===== config.mk =====
export PLATFORM = sky130hd
export DESIGN_NAME = alu_datapath
export DESIGN_NICKNAME = d
export VERILOG_FILES = /design/src/rtl/alu_dp_pkg.sv /design/src/rtl/alu_dp_alu.sv /design/src/rtl/alu_datapath.sv
export SDC_FILE = /design/constraint.sdc
export NUM_CORES = 1
export LEC_CHECK = 0
export BUFFER_PORTS_ARGS = -buffer_cell sky130_fd_sc_hd__buf_2
export CAP_MARGIN = 25
export CELL_PAD_IN_SITES_DETAIL_PLACEMENT = 0
export CELL_PAD_IN_SITES_GLOBAL_PLACEMENT = 2
export CORE_MARGIN = 5
export CORE_UTILIZATION = 33
export DETAILED_ROUTE_END_ITERATION = 12
export PLACE_DENSITY_LB_ADDON = 0.1
export SETUP_SLACK_MARGIN = 0.4
export SYNTH_ARGS = -nofsm -noshare
export SYNTH_HDL_FRONTEND = slang
export SYNTH_SLANG_ARGS = --single-unit

===== constraint.sdc =====
create_clock -name clk -period 3.1 [get_ports clk]
set_clock_uncertainty 0.1 [all_clocks]
set_input_delay 0.775 -clock clk [delete_from_list [all_inputs] [get_ports clk]]
set_output_delay 0.775 -clock clk [all_outputs]
set_load 0.03 [all_outputs]

===== src/rtl/alu_dp_pkg.sv =====
// alu_dp_pkg: shared definitions for the alu_datapath block.
//   - ALU op encodings (OP_ADD..OP_IN)
//   - control-word field positions and widths
//   - CW_W: control word width (17)
package alu_dp_pkg;

    localparam int unsigned CW_W = 17;

    // Control word field layout
    localparam int unsigned OP_W        = 3;
    localparam int unsigned OP_MSB      = 16;
    localparam int unsigned OP_LSB      = 14;
    localparam int unsigned SEL_W       = 2;
    localparam int unsigned DST_LSB     = 12;
    localparam int unsigned SRCA_LSB    = 10;
    localparam int unsigned SRCB_LSB    = 8;
    localparam int unsigned REG_WE_BIT  = 7;
    localparam int unsigned FLAG_WE_BIT = 6;
    localparam int unsigned OUT_WE_BIT  = 5;
    localparam int unsigned IMM_SEL_BIT = 4;
    localparam int unsigned IMM_LSB     = 0;
    localparam int unsigned IMM_W       = 4;

    // ALU operations
    localparam logic [OP_W-1:0] OP_ADD = 3'b000;
    localparam logic [OP_W-1:0] OP_SUB = 3'b001;
    localparam logic [OP_W-1:0] OP_AND = 3'b010;
    localparam logic [OP_W-1:0] OP_OR  = 3'b011;
    localparam logic [OP_W-1:0] OP_XOR = 3'b100;
    localparam logic [OP_W-1:0] OP_SHL = 3'b101;
    localparam logic [OP_W-1:0] OP_SHR = 3'b110;
    localparam logic [OP_W-1:0] OP_IN  = 3'b111;

endpackage


===== src/rtl/alu_dp_alu.sv =====
// alu_dp_alu: purely combinational ALU for alu_datapath.
// Ports:
//   op      - operation select (OP_* from alu_dp_pkg)
//   a, b    - operands
//   data_in - external input, passed through by OP_IN
//   res     - DATA_W-bit result (wraps modulo 2^DATA_W)
//   c       - carry: ADD carry-out, SUB no-borrow (a >= b), shifted-out bit for shifts, else 0
//   z       - result equals zero
module alu_dp_alu
    import alu_dp_pkg::*;
#(
    parameter int unsigned DATA_W = 8
) (
    input  logic [OP_W-1:0]   op,
    input  logic [DATA_W-1:0] a,
    input  logic [DATA_W-1:0] b,
    input  logic [DATA_W-1:0] data_in,
    output logic [DATA_W-1:0] res,
    output logic              c,
    output logic              z
);

    logic [DATA_W:0] sum;
    logic [DATA_W:0] diff;

    // One extra bit captures carry-out / borrow
    assign sum  = {1'b0, a} + {1'b0, b};
    assign diff = {1'b0, a} - {1'b0, b};

    always_comb begin
        res = '0;
        c   = 1'b0;
        case (op)
            OP_ADD: begin
                res = sum[DATA_W-1:0];
                c   = sum[DATA_W];
            end
            OP_SUB: begin
                res = diff[DATA_W-1:0];
                c   = ~diff[DATA_W];  // no borrow means a >= b
            end
            OP_AND: res = a & b;
            OP_OR:  res = a | b;
            OP_XOR: res = a ^ b;
            OP_SHL: begin
                res = {a[DATA_W-2:0], 1'b0};
                c   = a[DATA_W-1];
            end
            OP_SHR: begin
                res = {1'b0, a[DATA_W-1:1]};
                c   = a[0];
            end
            OP_IN:  res = data_in;
            default: begin
                res = '0;
                c   = 1'b0;
            end
        endcase
    end

    assign z = (res == '0);

endmodule


===== src/rtl/alu_datapath.sv =====
// alu_datapath: execution datapath driven by a 17-bit microinstruction word.
// Decodes the word, reads operands from a 4-entry register file (or imm4 / data_in),
// and conditionally writes back register, Carry/Zero flags and the output register.
// An all-zero control word is a strict NOP.
// Ports:
//   clk        - clock, rising edge
//   reset      - asynchronous active-low reset
//   ControlBus - control word {op, dst, srcA, srcB, reg_we, flag_we, out_we, imm_sel, imm4}
//   data_in    - external operand used by OP_IN
//   CarryFlag  - registered carry flag
//   ZeroFlag   - registered zero flag
//   data_out   - registered output port, resets to OUT_RST
// Optional: define ALU_DP_DBG_EN to add dbg_sel (in, 2b) and dbg_data (out, DATA_W),
//   a side-effect-free combinational read of R[dbg_sel].
module alu_datapath
    import alu_dp_pkg::*;
#(
    parameter int unsigned       DATA_W  = 8,
    parameter logic [DATA_W-1:0] OUT_RST = '0
) (
    input  logic              clk,
    input  logic              reset,
    input  logic [CW_W-1:0]   ControlBus,
    input  logic [DATA_W-1:0] data_in,
`ifdef ALU_DP_DBG_EN
    input  logic [1:0]        dbg_sel,
    output logic [DATA_W-1:0] dbg_data,
`endif
    output logic              CarryFlag,
    output logic              ZeroFlag,
    output logic [DATA_W-1:0] data_out
);

    // Field decode
    logic [OP_W-1:0]  op;
    logic [SEL_W-1:0] dst;
    logic [SEL_W-1:0] src_a;
    logic [SEL_W-1:0] src_b;
    logic             reg_we;
    logic             flag_we;
    logic             out_we;
    logic             imm_sel;
    logic [IMM_W-1:0] imm4;

    assign op      = ControlBus[OP_MSB:OP_LSB];
    assign dst     = ControlBus[DST_LSB +: SEL_W];
    assign src_a   = ControlBus[SRCA_LSB +: SEL_W];
    assign src_b   = ControlBus[SRCB_LSB +: SEL_W];
    assign reg_we  = ControlBus[REG_WE_BIT];
    assign flag_we = ControlBus[FLAG_WE_BIT];
    assign out_we  = ControlBus[OUT_WE_BIT];
    assign imm_sel = ControlBus[IMM_SEL_BIT];
    assign imm4    = ControlBus[IMM_LSB +: IMM_W];

    // State
    logic [DATA_W-1:0] regs_q [4];
    logic              carry_q;
    logic              zero_q;
    logic [DATA_W-1:0] out_q;

    // Operand selection; reads always see pre-edge register values (no bypass)
    logic [DATA_W-1:0] imm_ext;
    logic [DATA_W-1:0] opnd_a;
    logic [DATA_W-1:0] opnd_b;

    always_comb begin
        imm_ext          = '0;
        imm_ext[3:0]     = imm4;
    end

    assign opnd_a = regs_q[src_a];
    assign opnd_b = imm_sel ? imm_ext : regs_q[src_b];

    logic [DATA_W-1:0] alu_res;
    logic              alu_c;
    logic              alu_z;

    alu_dp_alu #(
        .DATA_W (DATA_W)
    ) u_alu (
        .op      (op),
        .a       (opnd_a),
        .b       (opnd_b),
        .data_in (data_in),
        .res     (alu_res),
        .c       (alu_c),
        .z       (alu_z)
    );

    always_ff @(posedge clk or negedge reset) begin
        if (!reset) begin
            for (int i = 0; i < 4; i++) begin
                regs_q[i] <= '0;
            end
            carry_q <= 1'b0;
            zero_q  <= 1'b0;
            out_q   <= OUT_RST;
        end else begin
            if (reg_we) begin
                regs_q[dst] <= alu_res;
            end
            if (flag_we) begin
                carry_q <= alu_c;
                zero_q  <= alu_z;
            end
            if (out_we) begin
                out_q <= alu_res;
            end
        end
    end

    assign CarryFlag = carry_q;
    assign ZeroFlag  = zero_q;
    assign data_out  = out_q;

`ifdef ALU_DP_DBG_EN
    assign dbg_data = regs_q[dbg_sel];
`endif

endmodule


==> results of run 1 <==
==> stage by stage <==
step | setup slack [ns] | cell area [µm²]
finish | -0.241 | 4830
floorplan | -0.510 | 3520
CTS | -0.296 | 4730
detailed placement | -0.775 | 4330
global placement | -0.738 | 4330
global route | -0.390 | 4830
==> cell usage after synthesis, types with 2 or more instances <==
cell / count / area share
a211o_1: 4 / 0.010
a211oi_1: 5 / 0.011
a21o_1: 2 / 0.0044
a21oi_1: 30 / 0.044
a21oi_2: 3 / 0.0078
a221oi_1: 2 / 0.0052
a22oi_1: 2 / 0.0044
a31oi_1: 3 / 0.0056
and3_1: 2 / 0.0037
and3b_1: 2 / 0.0052
buf_1: 4 / 0.0044
buf_2: 7 / 0.010
clkbuf_1: 12 / 0.013
dfrtp_1: 42 / 0.31
fa_1: 2 / 0.012
ha_1: 24 / 0.089
inv_1: 26 / 0.029
inv_2: 2 / 0.0022
mux2_2: 3 / 0.010
mux2i_1: 15 / 0.044
mux4_2: 11 / 0.073
nand2_1: 45 / 0.050
nand2b_1: 7 / 0.013
nand3_1: 6 / 0.0089
nand3b_1: 4 / 0.0089
nor2_1: 22 / 0.024
nor2b_1: 8 / 0.015
nor3_1: 7 / 0.010
o2111ai_1: 2 / 0.0052
o211ai_1: 4 / 0.0089
o21ai_0: 38 / 0.056
o21ai_1: 2 / 0.0030
o21bai_1: 2 / 0.0044
o221ai_1: 2 / 0.0052
o22ai_1: 4 / 0.0074
xor2_1: 3 / 0.0078
==> layout by cell type, fill, tap and decap left out, types with 3 or more instances in the layout <==
cell and n:
mux4_2 11, a21oi_1 16, nor2b_1 7, nor3_1 4, mux2i_4 3, ha_2 3
a211o_1 4, a21oi_2 16, inv_1 24, nand3_1 4, ha_1 17, inv_2 4
nand2b_1 6, clkbuf_8 5, buf_4 82, o22ai_1 3, a211oi_1 4, dfrtp_1 42
mux2i_1 11, ha_4 4, o21ai_2 12, nand2_1 45, buf_2 34, o21ai_1 12
buf_6 14, o211ai_1 4, nor3_2 3, nand3b_1 4, nor2_1 22, mux2_2 3
xor2_1 3, a31oi_1 3, o21ai_0 16
==> kinds of logic after synthesis <==
kind of cell	Yosys count
AO/OA/AOI/OAI	118
AND/OR/NAND/NOR	113
buffers and inverters	52
adder cells (fa/ha/maj)	26
multiplexers	29
XOR/XNOR	4
flip-flops	42
==> routing by layer <==
| metal | part of all wire | wire (µm) | GRT usage | vias up |
|---|---|---|---|---|
| met5 | 0 | 0 | 0 | - |
| met4 | 0.013 | 136 | 0.0357 | 0 |
| met3 | 0.023 | 231 | 0.0147 | 15 |
| met2 | 0.49 | 5060 | 0.296 | 48 |
| met1 | 0.47 | 4800 | 0.226 | 1479 |
| li1 | - | - | - | 1617 |
==> path summary, 6_finish.rpt <==
| kind | start | end | cells after the start |
|---|---|---|---|
| max | ControlBus[8] | ZeroFlag | 13 |
| min | reset | regs_q[0] | 1 |
| max reg2reg | regs_q[1] | ZeroFlag | 12 |
| min reg2reg | regs_q[19] | regs_q[19] | 2 |
| max in group asynchronous | reset | CarryFlag | 2 |
| min in group clk | regs_q[19] | regs_q[19] | 2 |
==> cell type report <==
class,instances,area share
clock buffers,6,0.0150
clock inverters,2,0.00778
inverters,28,0.0218
multi-input cells,290,0.499
flip-flops and latches,42,0.218
well taps,136,0.0353
repair buffers,132,0.204
==> power breakdown <==
part	total [µW]	switching (µW)	internal [µW]
Clock	433	192	240
Combinational	2390	1170	1220
Sequential	858	127	730
==> what timing repair did <==
item,CTS,global route
gates resized for setup,57,17
buffers inserted,8,2
pin swaps,23,13
setup endpoints to repair,37,37
==> critical path, cell delays in order <==
cell and delay [ns]:
buf_12 0.09, mux4_2 0.52, mux2i_4 0.23, inv_2 0.09, buf_6 0.12, fa_2 0.51, mux2i_1 0.06, a22oi_1 0.20
o22ai_1 0.12, a21oi_2 0.18, and4_1 0.21, and3_4 0.19, a41o_1 0.16
==> state kept, by name, indices dropped and copies added (netlist names) <==
| name | count |
|---|---|
| data_out | 8 |
| regs_q | 32 |
| ZeroFlag | 1 |
| CarryFlag | 1 |
==> impl_metrics.csv, run 1 <==
group,metric,value,unit
routing,ant_nets,0,
sta,setup-tns-final,-3.69,ns
sta,finalHoldViolCount,0,
worst_setup_path,cp.required,3.23,ns
cells_and_area,n_antenna_cell,0,
yosys,synth_top_family_by_area,"compound AO/OA/AOI/OAI gates",
sta,worst_pin_slew,0.779,ns
sta,setup_viol_count_final,27,
yosys,syn_area,3380,µm²
yosys,syn_area_per_cell,8.79,µm²
pwr,p_per_area,763,nW/µm²
floorplan,core_region_area,10100,µm²
sta,timing.final.crit_share,1.08,
yosys,ys_seq_elements,42,
yosys,synthSimpleGateAreaFrac,0.167,
sta,slew_viol_final,0,
floorplan,dieArea,12400,µm²
sta,period_needed,3.34,ns
clocking,cts_root_buffer,"clkbuf_8",
floorplan,initial_core_util,0.333,
sta,rsz0062_at_grt,"true",
cells_and_area,finalNetCount,552,
clocking,cts.sinks,42,
flow_run,max_cap_violations,0,
routing,drt_first_iter_violations,101,
worst_setup_path,cp_max_fo,5,
yosys,synth_cells,384,
worst_setup_path,start_kind,"input pin",
worst_setup_path,r2r_setup_slack,-0.04,ns
place,dp.cells,617,
outcome,status,"finished, violations left",
cells_and_area,multiInputGateArea,2410,µm²
sta,slew_headroom,0.479,
hold_path,min_path_type,"in2async",
place,port-buffer-count,36,
cells_and_area,fin_cells,636,
outcome,violations,"negative setup slack",
clocking,clock_latency,0.29,ns
grt,grt_pass1_wl,17100,µm
cells_and_area,utilization,0.476,
grt,gr-total-overflow,0,
yosys,synth_seq_area_share,0.311,
cells_and_area,regArea,1050,µm²
clocking,cts_max_path_buffers,2,
grt,antenna_found_initial,0,
yosys,synthFlopType,"dfrtp_1",
clocking,numCtsBuffers,5,
routing,vias_per_cell,4.97,
yosys,synthArstFlopShare,1.00,
floorplan,num_rows,37,
place,gp_congestion,0.886,
worst_setup_path,end_kind,"flop",
grt,track_usage,0.168,
yosys,synth_xor_area_frac,0.0104,
sta,fin_ws,-0.241,ns
worst_setup_path,criticalPathCategory,"in2reg",
routing,via_count,3159,
cells_and_area,syn_to_final_growth,43.0,%
routing,drt_wl_total,10200,µm
cells_and_area,nFillCells,1012,
pwr,power.total,3680,µW
sta,fmax,299,MHz
place,hpwl,8050,µm
cells_and_area,drive_above_1_share,0.438,
yosys,synth_edf_count,0,
yosys,synth.distinct_cells,61,
yosys,synth_mux_area_frac,0.128,
yosys,synthAdderAreaFrac,0.101,
routing,drc_errors,0,
clocking,holdBufCountCts,0,
pwr,leakage,0.00221,µW
grt,grt_pass1_vias,3356,
pwr,vdd_drop_max,0.373,mV
routing,wire_per_inst,16.1,µm
floorplan,die_h,111,µm
yosys,syn_nets,437,
worst_setup_path,crit_arrival,3.47,ns
floorplan,fp.dieW,111,µm
clocking,ctsHtreeMaxLevel,2,
clocking,clk_pin_slew,0.08,ns
yosys,yosys_warnings,0,
yosys,synth-compound-area-share,0.220,
routing,dr.pass1.iters,4,
floorplan,ios,37,
sta,hold_slack,0.187,ns
grt,grt_max_degree,43,
clocking,cts_tree,"yes",
Power figures use the tool's default switching activity.
==> run 2: changes to the inputs <==
==> constraint.sdc (replaced) <==
create_clock -name clk -period 2.8 [get_ports clk]
set_clock_uncertainty 0.1 [all_clocks]
set_input_delay 0.7 -clock clk [delete_from_list [all_inputs] [get_ports clk]]
set_output_delay 0.7 -clock clk [all_outputs]
set_load 0.03 [all_outputs]
==> run 2 against run 1 <==
Against the previous run:
- the run still ends with negative setup slack left
- count of clock-buffer cells in the layout unchanged
- die area unchanged
- final cell count up 3.0%
- routed wire length up 5.6%
- utilization up 2.1 points
- sequential cell count unchanged
- combinational power up 21%
- sequential power up 10%
- critical path depth up 1
- final area up 4.5%
- setup slack worse by 0.26 ns
- critical path type unchanged
- highest routed layer unchanged
==> impl_metrics.csv, run 2 (synthesized netlist as in run 1, its figures left out) <==
group,metric,value,unit
cells_and_area,syn_to_final_growth,49.4,%
worst_setup_path,end_kind,"flop",
worst_setup_path,start_kind,"input pin",
grt,track_usage,0.179,
pwr,p_per_area,843,nW/µm²
sta,setup_viol_count_final,37,
cells_and_area,largest_reg_flops,32,
cells_and_area,largest-register,"regs_q",
routing,via_count,3314,
sta,fmax,303,MHz
cells_and_area,n_antenna_cell,0,
outcome,status,"finished, violations left",
routing,wire_per_inst,16.5,µm
worst_setup_path,r2r_setup_slack,-0.38,ns
clocking,cts_tree,"yes",
sta,rsz0062_at_grt,"true",
floorplan,ios,37,
clocking,cts.sinks,42,
grt,gr-total-overflow,0,
sta,worst_pin_slew,0.771,ns
worst_setup_path,cp.required,2.92,ns
grt,grt_use_met2,0.307,
sta,slew_headroom,0.484,
pwr,vdd_drop_max,0.578,mV
worst_setup_path,slowest_delay,0.51,ns
floorplan,dieArea,12400,µm²
flow_run,max_cap_violations,0,
worst_setup_path,timing.rr.end,"ZeroFlag",
cells_and_area,final_common_cell,"buf_4",
grt,busiest_layer,"met2",
worst_setup_path,r2r_cells,12,
pwr,power.total,4250,µW
place,gp_congestion,0.823,
worst_setup_path,criticalPathCategory,"in2reg",
grt,antenna_found_initial,0,
grt,grtUsageMet1,0.242,
routing,drt_wl_total,10800,µm
grt,grtUsageMet3,0.0153,
sta,slew_viol_final,0,
routing,dr.pass1.iters,4,
grt,grt_pass1_vias,3431,
worst_setup_path,path_cells,"buf_12, buf_4, mux4_2, mux2i_4, ha_4, buf_6, nor3_2, nand2_2, a31oi_1, o21ai_1, xor2_1, mux4_2, buf_6, o21ai_2",
clocking,ctsHtreeMaxLevel,2,
cells_and_area,drive_above_1_share,0.466,
outcome,violations,"negative setup slack",
place,port-buffer-count,36,
grt,grt_max_degree,25,
worst_setup_path,crit_arrival,3.41,ns
grt,grt_pass1_wl,18100,µm
clocking,holdBufCountCts,0,
routing,ant_nets,0,
clocking,clock_latency,0.30,ns
clocking,clk_pin_slew,0.08,ns
pwr,leakage,0.00231,µW
routing,drc_errors,0,
floorplan,num_rows,37,
clocking,numCtsBuffers,5,
sta,finalHoldViolCount,0,
sta,timing.final.crit_share,1.18,
clocking,cts_root_buffer,"clkbuf_8",
worst_setup_path,cp_max_fo,5,
sta,period_needed,3.30,ns
clocking,cts_max_path_buffers,2,
worst_setup_path,slowest_stage,"mux4_2",
floorplan,fp.dieW,111,µm
cells_and_area,finalNetCount,571,
cells_and_area,mostFrequentLayoutCells,"100 x buf_4, 43 x nand2_1, 42 x dfrtp_1",
floorplan,core_region_area,10100,µm²
routing,vias_per_cell,5.06,
worst_setup_path,timing.rr.start,"regs_q[0]",
sta,hold_slack,0.281,ns
floorplan,die_h,111,µm
sta,fin_ws,-0.496,ns
floorplan,initial_core_util,0.333,
place,hpwl,8340,µm
routing,drt_first_iter_violations,116,
hold_path,min_path_type,"in2async",
==> run 2: changes by cell type in the layout (fill, tap and decap cells not counted), sizes merged <==
cell    change
buf        +19
bufinv      -1
clkinv      +1
==> run 2: worst max path at each step <==
stage	from	end	slack (ns)	cells after the start
2_1_floorplan	ControlBus[8]	ZeroFlag	-0.73	12
3_3_place_gp	ControlBus[8]	regs_q[7]	-0.95	13
3_5_place_dp	ControlBus[8]	regs_q[22]	-1.01	13
4_1_cts	ControlBus[8]	regs_q[23]	-0.54	13
5_1_grt	ControlBus[8]	regs_q[7]	-0.64	14
6_report	ControlBus[8]	regs_q[7]	-0.50	14
==> run 2: report_power, final <==
part | internal, µW | switching [µW]
sequential | 808 | 137
clock | 198 | 214
combinational | 1490 | 1400
==> run 2: cell type report <==
class                      instances  area [µm²]
sequential                        42        1050
multi-input combinational        290        2490
clock buffer                       6        82.6
inverter                          28         105
timing repair buffer             151        1130
tap                              136         170
fill                             994        5100
clock inverter                     2        12.5
==> run 2: critical path: cells and delay by family <==
kind / cells / cell delay (ns)
mux: 3 / 1.22
fa+ha+maj: 1 / 0.24
xor+xnor: 1 / 0.15
compound gates: 3 / 0.37
buf+inv: 4 / 0.47
simple gates: 2 / 0.24
==> run 2: what timing repair did <==
item / CTS / global route
pin swaps: 31 / 16
resized for setup: 62 / 30
setup buffers: 14 / 2
endpoints found under the setup margin: 42 / 42
==> run 2: layer usage <==
metal / wire (µm) / up-vias
met4: 208 / 0
met2: 5320 / 55
met5: 0 / -
met1: 5030 / 1590
li1: - / 1656
met3: 243 / 13
==> run 2: through the flow <==
step	std cells	setup TNS, ns	setup WS [ns]	util	area, µm²
floorplan	384	-10.12	-0.735	-	3520
global placement	631	-27.23	-0.947	0.437	4430
detailed placement	631	-29.42	-1.01	0.437	4430
CTS	653	-11.23	-0.544	0.483	4890
global route	655	-15.87	-0.644	0.497	5040
finish	655	-11.18	-0.496	0.497	5040
